### src/rtl/uart_echo_buffer.sv
// Echo/bridge engine between the UART receiver and transmitter: drops leading
// bytes of each burst, buffers the rest in a FIFO and hands them to the transmitter.
module uart_echo_buffer #(
    parameter int DATA_BITS   = 8,
    parameter int DEPTH       = 16,
    parameter int SKIP_COUNT  = 1,
    parameter int IDLE_CYCLES = 104166,
    parameter int LINE_MODE   = 0,
    parameter logic [DATA_BITS-1:0] TERMINATOR = DATA_BITS'('h0A)
) (
    input  logic                       clk_50MHz,
    input  logic                       reset,
    input  logic                       rx_valid,
    input  logic [DATA_BITS-1:0]       rx_data,
    input  logic                       tx_busy,
    input  logic                       tx_done_tick,
    input  logic                       clear_overflow,
    output logic                       tx_start,
    output logic [DATA_BITS-1:0]       tx_data,
    output logic                       fifo_full,
    output logic                       fifo_empty,
    output logic [$clog2(DEPTH):0]     fifo_count,
    output logic                       overflow,
    output logic                       burst_active
);

    localparam int AW  = $clog2(DEPTH);
    localparam int CW  = AW + 1;
    localparam int IW  = $clog2(IDLE_CYCLES);
    localparam int SKW = (SKIP_COUNT > 0) ? $clog2(SKIP_COUNT + 1) : 1;

    typedef enum logic [1:0] {S_IDLE, S_LOAD, S_START, S_WAIT} state_t;

    state_t                 state, state_next;
    logic [DATA_BITS-1:0]   mem [DEPTH];
    logic [AW-1:0]          wr_ptr, rd_ptr;
    logic [CW-1:0]          count, count_next, release_cnt, eligible;
    logic [DATA_BITS-1:0]   rd_data;
    logic [IW-1:0]          idle_cnt;
    logic [SKW-1:0]         skip_left;
    logic                   skip_byte, store, wr_en, rd_en, term_wr;

    assign skip_byte  = rx_valid && (burst_active ? (skip_left != '0) : (SKIP_COUNT > 0));
    assign store      = rx_valid && !skip_byte;
    assign eligible   = (LINE_MODE != 0) ? release_cnt : count;
    assign rd_en      = (state == S_IDLE) && (eligible != '0) && !tx_busy;
    // A pop in the same cycle frees a slot, so a write into a full FIFO still lands.
    assign wr_en      = store && (!fifo_full || rd_en);
    assign count_next = count + CW'(wr_en) - CW'(rd_en);
    assign term_wr    = (LINE_MODE != 0) && wr_en && (rx_data == TERMINATOR);

    assign fifo_count = count;
    assign fifo_full  = (count == CW'(DEPTH));
    assign fifo_empty = (count == '0);

    always_ff @(posedge clk_50MHz or posedge reset) begin
        if (reset) begin
            burst_active <= 1'b0;
            idle_cnt     <= '0;
            skip_left    <= '0;
        end else begin
            if (rx_valid) begin
                burst_active <= 1'b1;
                idle_cnt     <= '0;
            end else if (burst_active) begin
                idle_cnt <= idle_cnt + 1'b1;
                if (idle_cnt == IW'(IDLE_CYCLES - 2))
                    burst_active <= 1'b0;
            end
            if (rx_valid) begin
                if (!burst_active)
                    skip_left <= (SKIP_COUNT > 0) ? SKW'(SKIP_COUNT - 1) : '0;
                else if (skip_left != '0)
                    skip_left <= skip_left - 1'b1;
            end
        end
    end

    always_ff @(posedge clk_50MHz) begin
        if (wr_en)
            mem[wr_ptr] <= rx_data;
    end

    always_ff @(posedge clk_50MHz or posedge reset) begin
        if (reset) begin
            wr_ptr      <= '0;
            rd_ptr      <= '0;
            count       <= '0;
            rd_data     <= '0;
            overflow    <= 1'b0;
            release_cnt <= '0;
        end else begin
            if (wr_en)
                wr_ptr <= wr_ptr + 1'b1;
            if (rd_en) begin
                rd_ptr  <= rd_ptr + 1'b1;
                rd_data <= mem[rd_ptr];
            end
            count <= count_next;
            if (store && !wr_en)
                overflow <= 1'b1;
            else if (clear_overflow)
                overflow <= 1'b0;
            // Forced flush when a full FIFO holds no complete line avoids deadlock.
            if (LINE_MODE != 0) begin
                if (term_wr)
                    release_cnt <= count_next;
                else if (fifo_full && release_cnt == '0)
                    release_cnt <= CW'(DEPTH);
                else if (rd_en)
                    release_cnt <= release_cnt - 1'b1;
            end
        end
    end

    always_ff @(posedge clk_50MHz or posedge reset) begin
        if (reset) begin
            state   <= S_IDLE;
            tx_data <= '0;
        end else begin
            state <= state_next;
            if (state == S_LOAD)
                tx_data <= rd_data;
        end
    end

    always_comb begin
        state_next = state;
        tx_start   = 1'b0;
        case (state)
            S_IDLE:  if (rd_en) state_next = S_LOAD;
            S_LOAD:  state_next = S_START;
            S_START: begin
                tx_start   = 1'b1;
                state_next = S_WAIT;
            end
            S_WAIT:  if (tx_done_tick) state_next = S_IDLE;
            default: state_next = S_IDLE;
        endcase
    end

endmodule

### config.mk
export PLATFORM = sky130hd
export DESIGN_NAME = uart_echo_buffer
export DESIGN_NICKNAME = d
export VERILOG_FILES = /design/src/rtl/uart_echo_buffer.sv
export SDC_FILE = /design/constraint.sdc
export NUM_CORES = 1
export LEC_CHECK = 0
export ABC_AREA = 1
export BUFFER_PORTS_ARGS = -buffer_cell sky130_fd_sc_hd__buf_2
export CAP_MARGIN = 20
export CORE_MARGIN = 2
export CORE_UTILIZATION = 40
export CTS_CLUSTER_DIAMETER = 200
export DETAILED_ROUTE_END_ITERATION = 16
export SYNTH_ARGS = -nofsm -noshare
export SYNTH_HDL_FRONTEND = slang
export SYNTH_SLANG_ARGS = --single-unit
### constraint.sdc
create_clock -name clk_50MHz -period 2.25 [get_ports clk_50MHz]
set_input_delay 0.1125 -clock clk_50MHz [delete_from_list [all_inputs] [get_ports clk_50MHz]]
set_output_delay 0.1125 -clock clk_50MHz [all_outputs]
set_load 0.1 [all_outputs]
==> flow_summary.json <==
{
  "fin_ws_ns": 0.152,
  "fillers": 1855,
  "syn_inst": 826,
  "root_buffer": "clkbuf_16",
  "cp_data_arrival_time_ns": 2.45,
  "criticalPathCategory": "register to register",
  "clk_latency_ns": 0.43,
  "syn_to_final_growth_pct": 14.9,
  "cts.sinks": 178,
  "critPathLaunch": "state[0]",
  "avgSynthCellArea_um2": 9.88,
  "peakVddDrop_mv": 0.590,
  "synth_area_um2": 8160,
  "place_congestion": 0.787,
  "place_area_um2": 8720,
  "setup_violations": 0,
  "grt_overflow_total": 0,
  "start_kind": "register",
  "drv_slew": 0,
  "powerDensity_nw_per_um2": 1270,
  "grt_pass1_vias": 5240,
  "period_share": 0.932,
  "yosys_warnings": 0,
  "cts_max_path_buffers": 2,
  "layout_commonest_cell": "nand2_1",
  "ios": 32,
  "cp_max_fo": 6,
  "worst_pin_slew_ns": 0.638,
  "crit_chain": "inv_2 -> ha_4 -> inv_1 -> nor2_2 -> nand2_2 -> nand2_2 -> nand2_4 -> inv_4 -> nand2_1 -> nand2_1 -> ha_2 -> inv_2 -> fa_2 -> o21ai_2 -> xor2_1",
  "drc": 0,
  "finalHoldViolations": 0,
  "worstHoldPathCells": 1,
  "synth_top_area_frac": 0.471,
  "regArea_um2": 5100,
  "wirelength_um": 17000,
  "post-route-min-period_ns": 2.10,
  "min_from": "rx_data[5]",
  "tritoncts": "yes",
  "vias": 5391,
  "p_leak_nw": 4.17,
  "clk_pin_slew_ns": 0.07,
  "grt_max_degree": 51,
  "die_w_um": 147,
  "grt_antenna_before_repair": 0,
  "muxShareOfSynthArea": 0.0110,
  "nets": 905,
  "place_ws_ns": 0.0339,
  "synth-seq-cells": 178,
  "synth_top_family_by_area": "simple AND/OR/NAND/NOR gates",
  "crit_path_end_kind": "register",
  "power.total_mw": 11.9,
  "firstDrtPassIters": 4,
  "hold_path_class": "input port to register",
  "dp_hpwl_um": 11300,
  "viasPerCell": 4.66,
  "syn-num-nets": 858,
  "crit_path_max_incr_delay_ns": 0.39,
  "drtAntennaViolNets": 0,
  "final_area_um2": 9380,
  "grt_usage": 0.168,
  "die-height_um": 147,
  "synthAdderAreaFrac": 0.0285,
  "antennaDiodeCount": 0,
  "wl_per_cell_um": 14.7,
  "run_status": "finished clean",
  "synthTopCellsByArea": "edfxtp_1 47%, dfrtp_1 15%, nand2_1 11%",
  "reg2regPathDepth": 15,
  "core_um2": 20100,
  "start_util": 0.406,
  "seq_area_frac_synth": 0.624,
  "cap_violations": 0,
  "reg2reg_setup_slack_ns": 0.15,
  "slowest_stage": "dfrtp_1",
  "synth_xor_area_frac": 0.0107,
  "port_buffers": 31,
  "yosysTopAreaCell": "edfxtp_1",
  "required_ns": 2.61,
  "cts_made_buffers": 17,
  "design.die.area_um2": 21600,
  "max_freq_ghz": 0.477,
  "most-common-layout-cells": "235 x nand2_1, 130 x inv_1, 128 x edfxtp_1",
  "finClkSkew_ns": 0.0118,
  "grt_pass1_wl_um": 27700,
  "core.rowCount": 52,
  "drt_iter0_drc": 371,
  "drive_above_1_share": 0.169,
  "cts.htree.levels": 4,
  "synthSimpleGateAreaFrac": 0.215,
  "multiInputGateArea_um2": 2450,
  "synth_compound_area_frac": 0.0215,
  "rr_startpoint": "state[0]",
  "ys_types": 34,
  "slew_headroom": 0.575
}
==> where the power goes <==
| part | total [mW] | switching [mW] | internal (mW) |
|---|---|---|---|
| Clock | 2.95 | 1.27 | 1.67 |
| Sequential | 4.31 | 0.268 | 4.04 |
| Combinational | 4.62 | 3.34 | 1.28 |
==> logic make-up after synthesis <==
logic type / after synthesis
AOI/OAI and AO/OA: 33
muxes: 8
xor gates and xnor gates: 10
and+or+nand+nor: 406
buffers and inverters: 173
adders and majority gates: 18
DFF: 178
==> per-layer routing <==
layer	track usage	routed length, µm	vias up	part of all wire
met5	0	0	-	0
met4	0.0670	376	0	0.022
met3	0.0298	738	25	0.043
met2	0.262	7820	122	0.46
met1	0.235	8090	2496	0.48
li1	-	-	2748	-
==> final cells by class <==
class,instances,area share
clock buffers,20,0.0511
inverters,144,0.0579
clock inverters,12,0.0125
well taps,270,0.0360
flip-flops and latches,178,0.544
repair buffers,57,0.0381
multi-input cells,475,0.261
==> through the flow <==
stage                      util  hold WS, ns   TNS, ns  cells
final                     0.467        0.102         0   1156
after global routing      0.467        0.102  -0.00688   1156
after CTS                 0.465        0.112         0   1154
after detailed placement  0.434        0.331         0   1119
after global placement    0.434        0.328         0   1119
after floorplan               -        0.179     -9.05    826
==> cell usage after synthesis, drive strengths merged <==
cell    number
nor3         4
nand3      112
fa           1
a31oi        1
mux2         8
inv        142
nor2        38
xor2         8
edfxtp     128
nand2      242
o22ai        1
o21ai       14
xnor2        2
o21a         2
a21oi       14
a22oi        1
nand4        8
dfrtp       50
nor4         1
or2          1
clkinv       2
clkbuf       2
buf         27
ha          17
==> worst paths after layout <==
path / end
max: fifo_count[4]
min: mem[1][5]
max reg2reg: fifo_count[4]
min reg2reg: rd_data[3]
max in group asynchronous: rd_ptr[0]
min in group asynchronous: idle_cnt[2]
==> critical path: cells and delay by family (launching register included) <==
family | cells | cell delay (ns)
AND/OR/NAND/NOR | 6 | 0.47
buffers and inverters | 4 | 0.24
adder cells (fa/ha/maj) | 3 | 0.65
XOR/XNOR | 1 | 0.14
AO/OA/AOI/OAI | 1 | 0.13
flip-flops | 1 | 0.39
==> sequential cells by signal (all words and copies together), names as in the netlist <==
name,count
mem,128
idle_cnt,17
rd_data,8
tx_data,8
fifo_count,5
rd_ptr,4
wr_ptr,4
state,2
burst_active,1
overflow,1
==> timing repair <==
item / CTS / global route
buffers inserted: 0 / 2
hold endpoints to repair: 52 / 0
endpoints found under the setup margin: 0 / 43
gates resized for setup: 0 / 7
hold buffers: 3 / 0
(Power assumes the default switching activity.)
